**config.mk**
```make
export PLATFORM = sky130hd
export DESIGN_NAME = instr_fetch_seq_flat
export DESIGN_NICKNAME = d
export VERILOG_FILES = /design/src/rtl/instr_fetch_seq_if.sv /design/src/rtl/instr_fetch_seq.sv /design/src/flat_wrapper.sv
export SDC_FILE = /design/constraint.sdc
export NUM_CORES = 1
export LEC_CHECK = 0
export CORE_MARGIN = 1
export CORE_UTILIZATION = 54
export DETAILED_ROUTE_END_ITERATION = 10
export GPL_TIMING_DRIVEN = 0
export PLACE_DENSITY = 0.87
export SYNTH_ARGS = -nofsm -noshare
export SYNTH_HDL_FRONTEND = slang
export SYNTH_SLANG_ARGS = --single-unit
```
**constraint.sdc**
```tcl
create_clock -name clk -period 8.6 [get_ports clk]
set_clock_uncertainty 0.1 [all_clocks]
set_input_delay 2.15 -clock clk [delete_from_list [all_inputs] [get_ports clk]]
set_output_delay 2.15 -clock clk [all_outputs]
set_load 0.005 [all_outputs]
```
**src/rtl/instr_fetch_seq_if.sv**
```systemverilog
// Instruction fetch bus: instruction RAM read port plus the decoder valid/ready handshake.
// master = fetch sequencer, slave = RAM/decoder side.
interface instr_fetch_seq_if #(
  parameter int unsigned INSTR_WIDTH = 28,
  parameter int unsigned IMEM_AWIDTH = 8
);
  logic                   imem_rd_en;
  logic [IMEM_AWIDTH-1:0] imem_addr;
  logic [INSTR_WIDTH-1:0] imem_rd_data;
  logic [INSTR_WIDTH-1:0] instr_out;
  logic                   instr_valid;
  logic                   instr_ready;

  modport master (
    output imem_rd_en, imem_addr, instr_out, instr_valid,
    input  imem_rd_data, instr_ready
  );

  modport slave (
    input  imem_rd_en, imem_addr, instr_out, instr_valid,
    output imem_rd_data, instr_ready
  );
endinterface

```
**src/rtl/instr_fetch_seq.sv**
```systemverilog
// Instruction fetch sequencer: reads words from a synchronous instruction RAM, buffers them in a
// 2-entry FIFO and hands them to the decoder until the first END_CHAIN word is accepted.
// Optional feature macro: INSTR_FETCH_STALL_CNT_EN (builds the decoder stall counter).
module instr_fetch_seq #(
  parameter int unsigned INSTR_WIDTH  = 28,
  parameter int unsigned OPCODE_WIDTH = 4,
  parameter int unsigned IMEM_AWIDTH  = 8,
  parameter int unsigned CNT_WIDTH    = 16
) (
  input  logic                   clk,
  input  logic                   reset,
  input  logic                   start,
  input  logic [IMEM_AWIDTH-1:0] start_addr,
  instr_fetch_seq_if.master      bus,
  output logic                   busy,
  output logic                   done,
  output logic [CNT_WIDTH-1:0]   instr_count,
  output logic [CNT_WIDTH-1:0]   stall_count
);

  localparam logic [1:0] IDLE  = 2'd0;
  localparam logic [1:0] RUN   = 2'd1;
  localparam logic [1:0] DRAIN = 2'd2;
  localparam logic [1:0] DONE  = 2'd3;

  localparam logic [OPCODE_WIDTH-1:0] END_CHAIN = OPCODE_WIDTH'(12);

  logic [1:0]             state_q, state_d;
  logic [IMEM_AWIDTH-1:0] pc_q;
  logic                   rd_pend_q;
  logic [INSTR_WIDTH-1:0] q0_q, q1_q;
  logic [1:0]             occ_q;

  logic       start_acc, push, pop, rd_en, ret_end;
  logic [2:0] credit;

  assign start_acc = start && (state_q == IDLE);
  assign pop       = (occ_q != 2'd0) && bus.instr_ready;
  // Data returning after DRAIN entry is the overfetched word; it is dropped, not queued.
  assign push      = rd_pend_q && (state_q == RUN);
  assign ret_end   = push && (bus.imem_rd_data[INSTR_WIDTH-1 -: OPCODE_WIDTH] == END_CHAIN);
  // Slots already claimed: queued + in flight, less the entry leaving this cycle.
  assign credit    = {1'b0, occ_q} + {2'b00, rd_pend_q} - {2'b00, pop};
  assign rd_en     = (state_q == RUN) && (credit < 3'd2);

  assign bus.imem_rd_en  = rd_en;
  assign bus.imem_addr   = pc_q;
  assign bus.instr_out   = q0_q;
  assign bus.instr_valid = (occ_q != 2'd0);

  assign busy = (state_q != IDLE);
  assign done = (state_q == DONE);

  // Next-state logic for the sequencing FSM.
  always_comb begin
    state_d = state_q;
    unique case (state_q)
      IDLE:    if (start) state_d = RUN;
      RUN:     if (ret_end) state_d = DRAIN;
      // END_CHAIN is the last queued entry, so it leaves when the queue drains to empty.
      DRAIN:   if (pop && (occ_q == 2'd1)) state_d = DONE;
      DONE:    state_d = IDLE;
      default: state_d = IDLE;
    endcase
  end

  // FSM state, program counter and in-flight read tracking.
  always_ff @(posedge clk) begin
    if (reset) begin
      state_q   <= IDLE;
      pc_q      <= '0;
      rd_pend_q <= 1'b0;
    end else begin
      state_q   <= state_d;
      rd_pend_q <= rd_en;
      if (start_acc) begin
        pc_q <= start_addr;
      end else if (rd_en) begin
        pc_q <= pc_q + 1'b1;
      end
    end
  end

  // Two-entry FIFO; q0 is always the oldest entry and drives the decoder.
  always_ff @(posedge clk) begin
    if (reset) begin
      occ_q <= 2'd0;
      q0_q  <= '0;
      q1_q  <= '0;
    end else begin
      case ({push, pop})
        2'b11: begin
          if (occ_q == 2'd1) begin
            q0_q <= bus.imem_rd_data;
          end else begin
            q0_q <= q1_q;
            q1_q <= bus.imem_rd_data;
          end
        end
        2'b01: begin
          q0_q  <= q1_q;
          occ_q <= occ_q - 2'd1;
        end
        2'b10: begin
          if (occ_q == 2'd0) begin
            q0_q <= bus.imem_rd_data;
          end else begin
            q1_q <= bus.imem_rd_data;
          end
          occ_q <= occ_q + 2'd1;
        end
        default: ;
      endcase
    end
  end

  // Saturating count of decoder transfers in the current sequence.
  always_ff @(posedge clk) begin
    if (reset || start_acc) begin
      instr_count <= '0;
    end else if (pop && !(&instr_count)) begin
      instr_count <= instr_count + 1'b1;
    end
  end

`ifdef INSTR_FETCH_STALL_CNT_EN
  // Saturating count of cycles the decoder holds off a valid instruction.
  always_ff @(posedge clk) begin
    if (reset || start_acc) begin
      stall_count <= '0;
    end else if (busy && bus.instr_valid && !bus.instr_ready && !(&stall_count)) begin
      stall_count <= stall_count + 1'b1;
    end
  end
`else
  assign stall_count = '0;
`endif

endmodule

```
**src/flat_wrapper.sv**
```systemverilog
// flat-port wrapper written by rule: the top's interface ports become plain ports
module instr_fetch_seq_flat 
#(
  parameter int unsigned INSTR_WIDTH  = 28,
  parameter int unsigned OPCODE_WIDTH = 4,
  parameter int unsigned IMEM_AWIDTH  = 8,
  parameter int unsigned CNT_WIDTH    = 16
)
  (clk, reset, start, start_addr, busy, done, instr_count, stall_count, bus_imem_rd_en, bus_imem_addr, bus_instr_out, bus_instr_valid, bus_imem_rd_data, bus_instr_ready);
  instr_fetch_seq_if #(.INSTR_WIDTH(INSTR_WIDTH), .IMEM_AWIDTH(IMEM_AWIDTH)) bus_i ();
  input  logic clk;
  input  logic reset;
  input  logic start;
  input  logic [IMEM_AWIDTH-1:0] start_addr;
  output logic busy;
  output logic done;
  output logic [CNT_WIDTH-1:0] instr_count;
  output logic [CNT_WIDTH-1:0] stall_count;
  output wire logic [$bits(bus_i.imem_rd_en)-1:0] bus_imem_rd_en;
  output wire logic [$bits(bus_i.imem_addr)-1:0] bus_imem_addr;
  output wire logic [$bits(bus_i.instr_out)-1:0] bus_instr_out;
  output wire logic [$bits(bus_i.instr_valid)-1:0] bus_instr_valid;
  input wire logic [$bits(bus_i.imem_rd_data)-1:0] bus_imem_rd_data;
  input wire logic [$bits(bus_i.instr_ready)-1:0] bus_instr_ready;
  assign bus_imem_rd_en = bus_i.imem_rd_en;
  assign bus_imem_addr = bus_i.imem_addr;
  assign bus_instr_out = bus_i.instr_out;
  assign bus_instr_valid = bus_i.instr_valid;
  assign bus_i.imem_rd_data = bus_imem_rd_data;
  assign bus_i.instr_ready = bus_instr_ready;
  instr_fetch_seq #(.INSTR_WIDTH(INSTR_WIDTH), .OPCODE_WIDTH(OPCODE_WIDTH), .IMEM_AWIDTH(IMEM_AWIDTH), .CNT_WIDTH(CNT_WIDTH)) u_core (.clk(clk), .reset(reset), .start(start), .start_addr(start_addr), .bus(bus_i), .busy(busy), .done(done), .instr_count(instr_count), .stall_count(stall_count));
endmodule
```
== Word-level counts from Yosys, hierarchy flattened ==
Cells that the tools add are included.
W data, S select, Z words.
Storage, ports and cells
  register bits: 85
  input bits: 40
  output and inout bits: 72
  word-level logic and storage cells: 62
Cells by class
  add/subtract/negate cells: 6
  order comparisons: 1
  equal/unequal tests: 14
  multiplexer cells: 13
  reduce and logical (&&, ||, !) cells: 21
Operators with widths (count)
  $mux W28: 4
  $pmux W28 S3: 1
  $pmux W28 S2: 1
  $add A16 B1 Y16 const B: 1
  $mux W8: 2
  $reduce_and A16 Y1: 1
  $reduce_bool A2 Y1: 5
  $add A8 B1 Y8 const B: 1
  $eq A2 B2 Y1 const B: 4
  $pmux W2 S4: 1
  $logic_and A1 B1 Y1: 7
  $eq A2 B1 Y1 const B: 3
  $mux W2: 3
  $ne A2 B1 Y1 const B: 3
  $ne A2 B2 Y1 const B: 3
  $reduce_and A3 Y1: 2
  $eq A4 B4 Y1 const B: 1
  $logic_not A2 Y1: 2
  $pmux W2 S2: 1
  $add A2 B1 Y3: 1
  $lt A3 B2 Y1 const B: 1
  $reduce_bool A3 Y1: 1
  $sub A3 B1 Y3: 1
  $add A2 B1 Y2 const B: 1
  other kinds (4): 4

== Logic depth before layout (Yosys ltp) ==
  word-level depth: 7
  gate-level depth with buffers: 13
  depth with buffers taken out: 11

== Worst setup path before layout ==
OpenSTA, ideal clock, no wires.
  path type: input port to output port
  start: in bus_instr_ready
  end: out bus_imem_rd_en
  arrival: 3.903 ns
  required time: 6.350 ns
  path slack: 2.447 ns
  stages on the path: 9
  buffers on the path: 2
  cell sequence: nand2b_2 > inv_1 > ha_1 > nand2b_1 > fa_1 > and2_1 > clkbuf_1 > and2_1 > clkbuf_1
Between the ends
  cells in the longest elaborated chain, start to end: 4
RTL lines
  start, declared: RTL line flat_wrapper.sv:24  | input wire logic [$bits(bus_i.instr_ready)-1:0] bus_instr_ready;
  $logic_and A1 B1 Y1: RTL line instr_fetch_seq.sv:38  | assign pop = (occ_q != 2'd0) && bus.instr_ready;
  $sub A3 B1 Y3: RTL line instr_fetch_seq.sv:43  | assign credit = {1'b0, occ_q} + {2'b00, rd_pend_q} - {2'b00, pop};
  $lt A3 B2 Y1: RTL line instr_fetch_seq.sv:44  | assign rd_en = (state_q == RUN) && (credit < 3'd2);
  $logic_and A1 B1 Y1: RTL line instr_fetch_seq.sv:44
  end, declared: RTL line flat_wrapper.sv:19  | output wire logic [$bits(bus_i.imem_rd_en)-1:0] bus_imem_rd_en;
Every way passes these cells.

== Worst setup path after layout ==
Same ends and word-level chain as after synthesis.

==> impl_metrics.yaml <==
drt:
  routed_wl_um: 11400
  detail_route.drc_violations: 0
  drt_iter0_drc: 326
  firstDrtPassIters: 5
  wire_per_inst_um: 15.1
  viasPerCell: 5.73
  dr_total_vias: 4333
  route.antenna.remaining_nets: 0
timing:
  maxClockFrequency_mhz: 131
  maxSlewViolCount: 0
  period_needed_ns: 7.61
  fin_hold_ws_ns: 0.379
  slew_headroom: 0.514
  rsz0062_at_grt: "false"
  max_slew.worst_pin.slew_ns: 0.729
  min_period_over_period: 0.885
  finalHoldViolCount: 0
  finalSetupViolCount: 0
  fin_tns_setup_ns: 0
synthesis:
  synth_enable_flop_cells: 0
  netlist_instances: 529
  ys_types: 49
  yosys_warnings: 0
  synth_flop_cell: "sky130_fd_sc_hd__dfxtp_1"
  synth_seq_cells: 85
  synth_sequential_area_ratio: 0.377
  syn-mean-instance-area_um2: 8.53
  async_flop_share: 0
  syn_area_um2: 4510
clocking:
  cts_max_level: 3
  cts_buffer_depth: 2
  ctsResizeCount: 0
  cts_tree: "yes"
  cts_sinks: 85
  clock_insertion_delay_worst_skew_ns: 0.36
  post-cts-setup-buffer-count: 0
  ctsHoldBuffers: 0
  clk_pin_slew_ns: 0.08
  cts_made_buffers: 9
  cts_root_buf: "sky130_fd_sc_hd__clkbuf_8"
setup_path:
  crit_path_max_incr_delay_ns: 0.56
  cp.required_ns: 6.35
  worstSetupPathType: "input port to primary output"
  critical_path_buf_inv_count: 4
  cp_cell_sequence: "clkdlybuf4s50_1 -> nand2b_2 -> inv_1 -> ha_1 -> nand2b_1 -> fa_1 -> xnor2_1 -> and2_1 -> clkbuf_1 -> clkdlybuf4s50_1"
  critical_path.endpoint_type: "primary output"
  crit_fanout: 7
  worst_path_max_delay_cell: "sky130_fd_sc_hd__clkdlybuf4s50_1"
  crit_arrival_ns: 5.36
  cpLargestDelayFamily: "buffers and inverters"
  cell_with_the_most_instances_on_the_worst_path: "sky130_fd_sc_hd__clkdlybuf4s50_1"
  startpoint_type: "input port"
cells_and_area:
  fraction_of_layout_instances_using_a_drive_strength_above_1: 0.0826
  layout.cells.most_common: "sky130_fd_sc_hd__clkdlybuf4s50_1"
  finish.net_count: 703
  mostFrequentLayoutCells: "94 x sky130_fd_sc_hd__clkdlybuf4s50_1, 85 x sky130_fd_sc_hd__dfxtp_1, 69 x sky130_fd_sc_hd__a21oi_1, 68 x sky130_fd_sc_hd__nand2_1, 59 x sky130_fd_sc_hd__mux2i_1"
  layout-area-overhead-vs-synth_pct: 29.3
  diodes: 0
hold_path:
  hp-class: "flip-flop to flip-flop"
grt:
  grt_antenna_before_repair: 0
  grt_pass1_wl_um: 18900
  groute.usage.overall: 0.273
  grt_start_max_net_pins: 16
  grt_pass1_vias: 4077
  globalRouteOverflowTotal: 0
outcome:
  status: "finished, final reports clean"
placed_design:
  port-buffer-count: 94
  gp_congestion: 0.850
  detailed_place_hpwl_um: 8210
floorplanning:
  floorplan.die.width_um: 93.4
  ioPinCount: 112
  die-height_um: 93.4
  dieArea_um2: 8730
  floorplan.initialDensity: 0.572
  total_number_of_placement_rows: 32
  coreArea_um2: 7890
power:
  leakagePower_nw: 2.05
  p_per_area_nw_per_um2: 263
  ir_worst_vdd_v: 0.000155
run:
  maxCapViolations: 0
per-layer routing:
metal	global-route usage	wire (um)
met5	0	0
met4	0.0885	233
met3	0.0675	760
met2	0.461	5610
met1	0.340	4830
cells in the mapped netlist, drive strengths merged (2+ instances only):
cell,n,area (um2)
o21ai,10,50.1
o31ai,3,22.5
a221oi,28,245
ha,13,163
and2,4,25.0
nand2b,5,33.8
nand3,8,40.0
clkbuf,24,90.1
nand2,68,255
xnor2,2,17.5
and4,4,36.3
nor4,2,12.5
or3,7,50.1
or4,5,41.3
nor2,45,169
a211oi,9,67.6
nand4,9,62.6
a21oi,69,345
and3,2,12.5
buf,29,188
o41ai,2,36.3
inv,14,52.6
dfxtp,85,1700
xor2,9,78.8
mux2i,59,591
area by class of cell:
cell class	count	area (um2)
multi-input combinational	391	2530
tap	102	128
timing repair buffer	94	941
fill	582	2050
clock buffer	9	124
buffer	54	289
sequential	85	1700
inverter	14	52.6
clock inverter	7	73.8
worst reg2reg max path: cells and delay by family (launching register included):
family,cells,cell delay (ns)
flops,1,0.42
mux,1,0.22
simple gates,3,0.59
buf+inv,3,0.55
xor+xnor,1,0.48
compound gates,1,0.09
fa+ha+maj,3,0.93
state kept, by name, summed over array words and instances (netlist names):
| signal | count |
|---|---|
| u_core.q1_q | 28 |
| u_core.rd_pend_q | 1 |
| u_core.state_q | 2 |
| u_core.bus.imem_addr | 8 |
| u_core.instr_count | 16 |
| u_core.occ_q | 2 |
| u_core.bus.instr_out | 28 |
power by group:
part           leakage [nW]  total, W  internal [W]  switching (W)
logic                  1.27  0.000761      0.000345       0.000416
clock network        0.0996  0.000288      0.000135       0.000153
registers             0.688  0.000488      0.000444      0.0000443
cells by family after synthesis:
family / after synthesis / synth area share
compound gates: 128 / 0.183
fa+ha+maj: 14 / 0.0405
buf+inv: 68 / 0.0757
other cells: 1 / 0.000831
mux: 59 / 0.131
xor+xnor: 11 / 0.0213
simple gates: 163 / 0.171
flops: 85 / 0.377
stage by stage:
stage / setup slack (ns) / power [W] / cell area (um2) / cells / utilization
floorplan: 2.45 / 0.00101 / 4570 / 544 / -
finish: 0.987 / 0.00154 / 5840 / 756 / 0.740
CTS: 0.956 / 0.00153 / 5840 / 756 / 0.740
global placement: 1.09 / 0.00122 / 5640 / 740 / 0.715
global route: 0.785 / 0.00164 / 5840 / 756 / 0.740
detailed placement: 0.976 / 0.00125 / 5640 / 740 / 0.715
final timing paths:
check                           cells after the start  slack, ns                                   end                    startpoint
worst max-delay path                               10       0.99                        bus_imem_rd_en               bus_instr_ready
worst min-delay path                                2       0.38           u_core.q1_q[3]$_SDFFE_PP0P_   u_core.q1_q[3]$_SDFFE_PP0P_
worst max register to register                     12       5.09  u_core.bus.imem_addr[1]$_SDFFE_PP0P_  u_core.occ_q[1]$_SDFFE_PP0N_
worst min register to register                      2       0.38           u_core.q1_q[3]$_SDFFE_PP0P_   u_core.q1_q[3]$_SDFFE_PP0P_
Note: power is estimated with default switching activity, not from simulation.
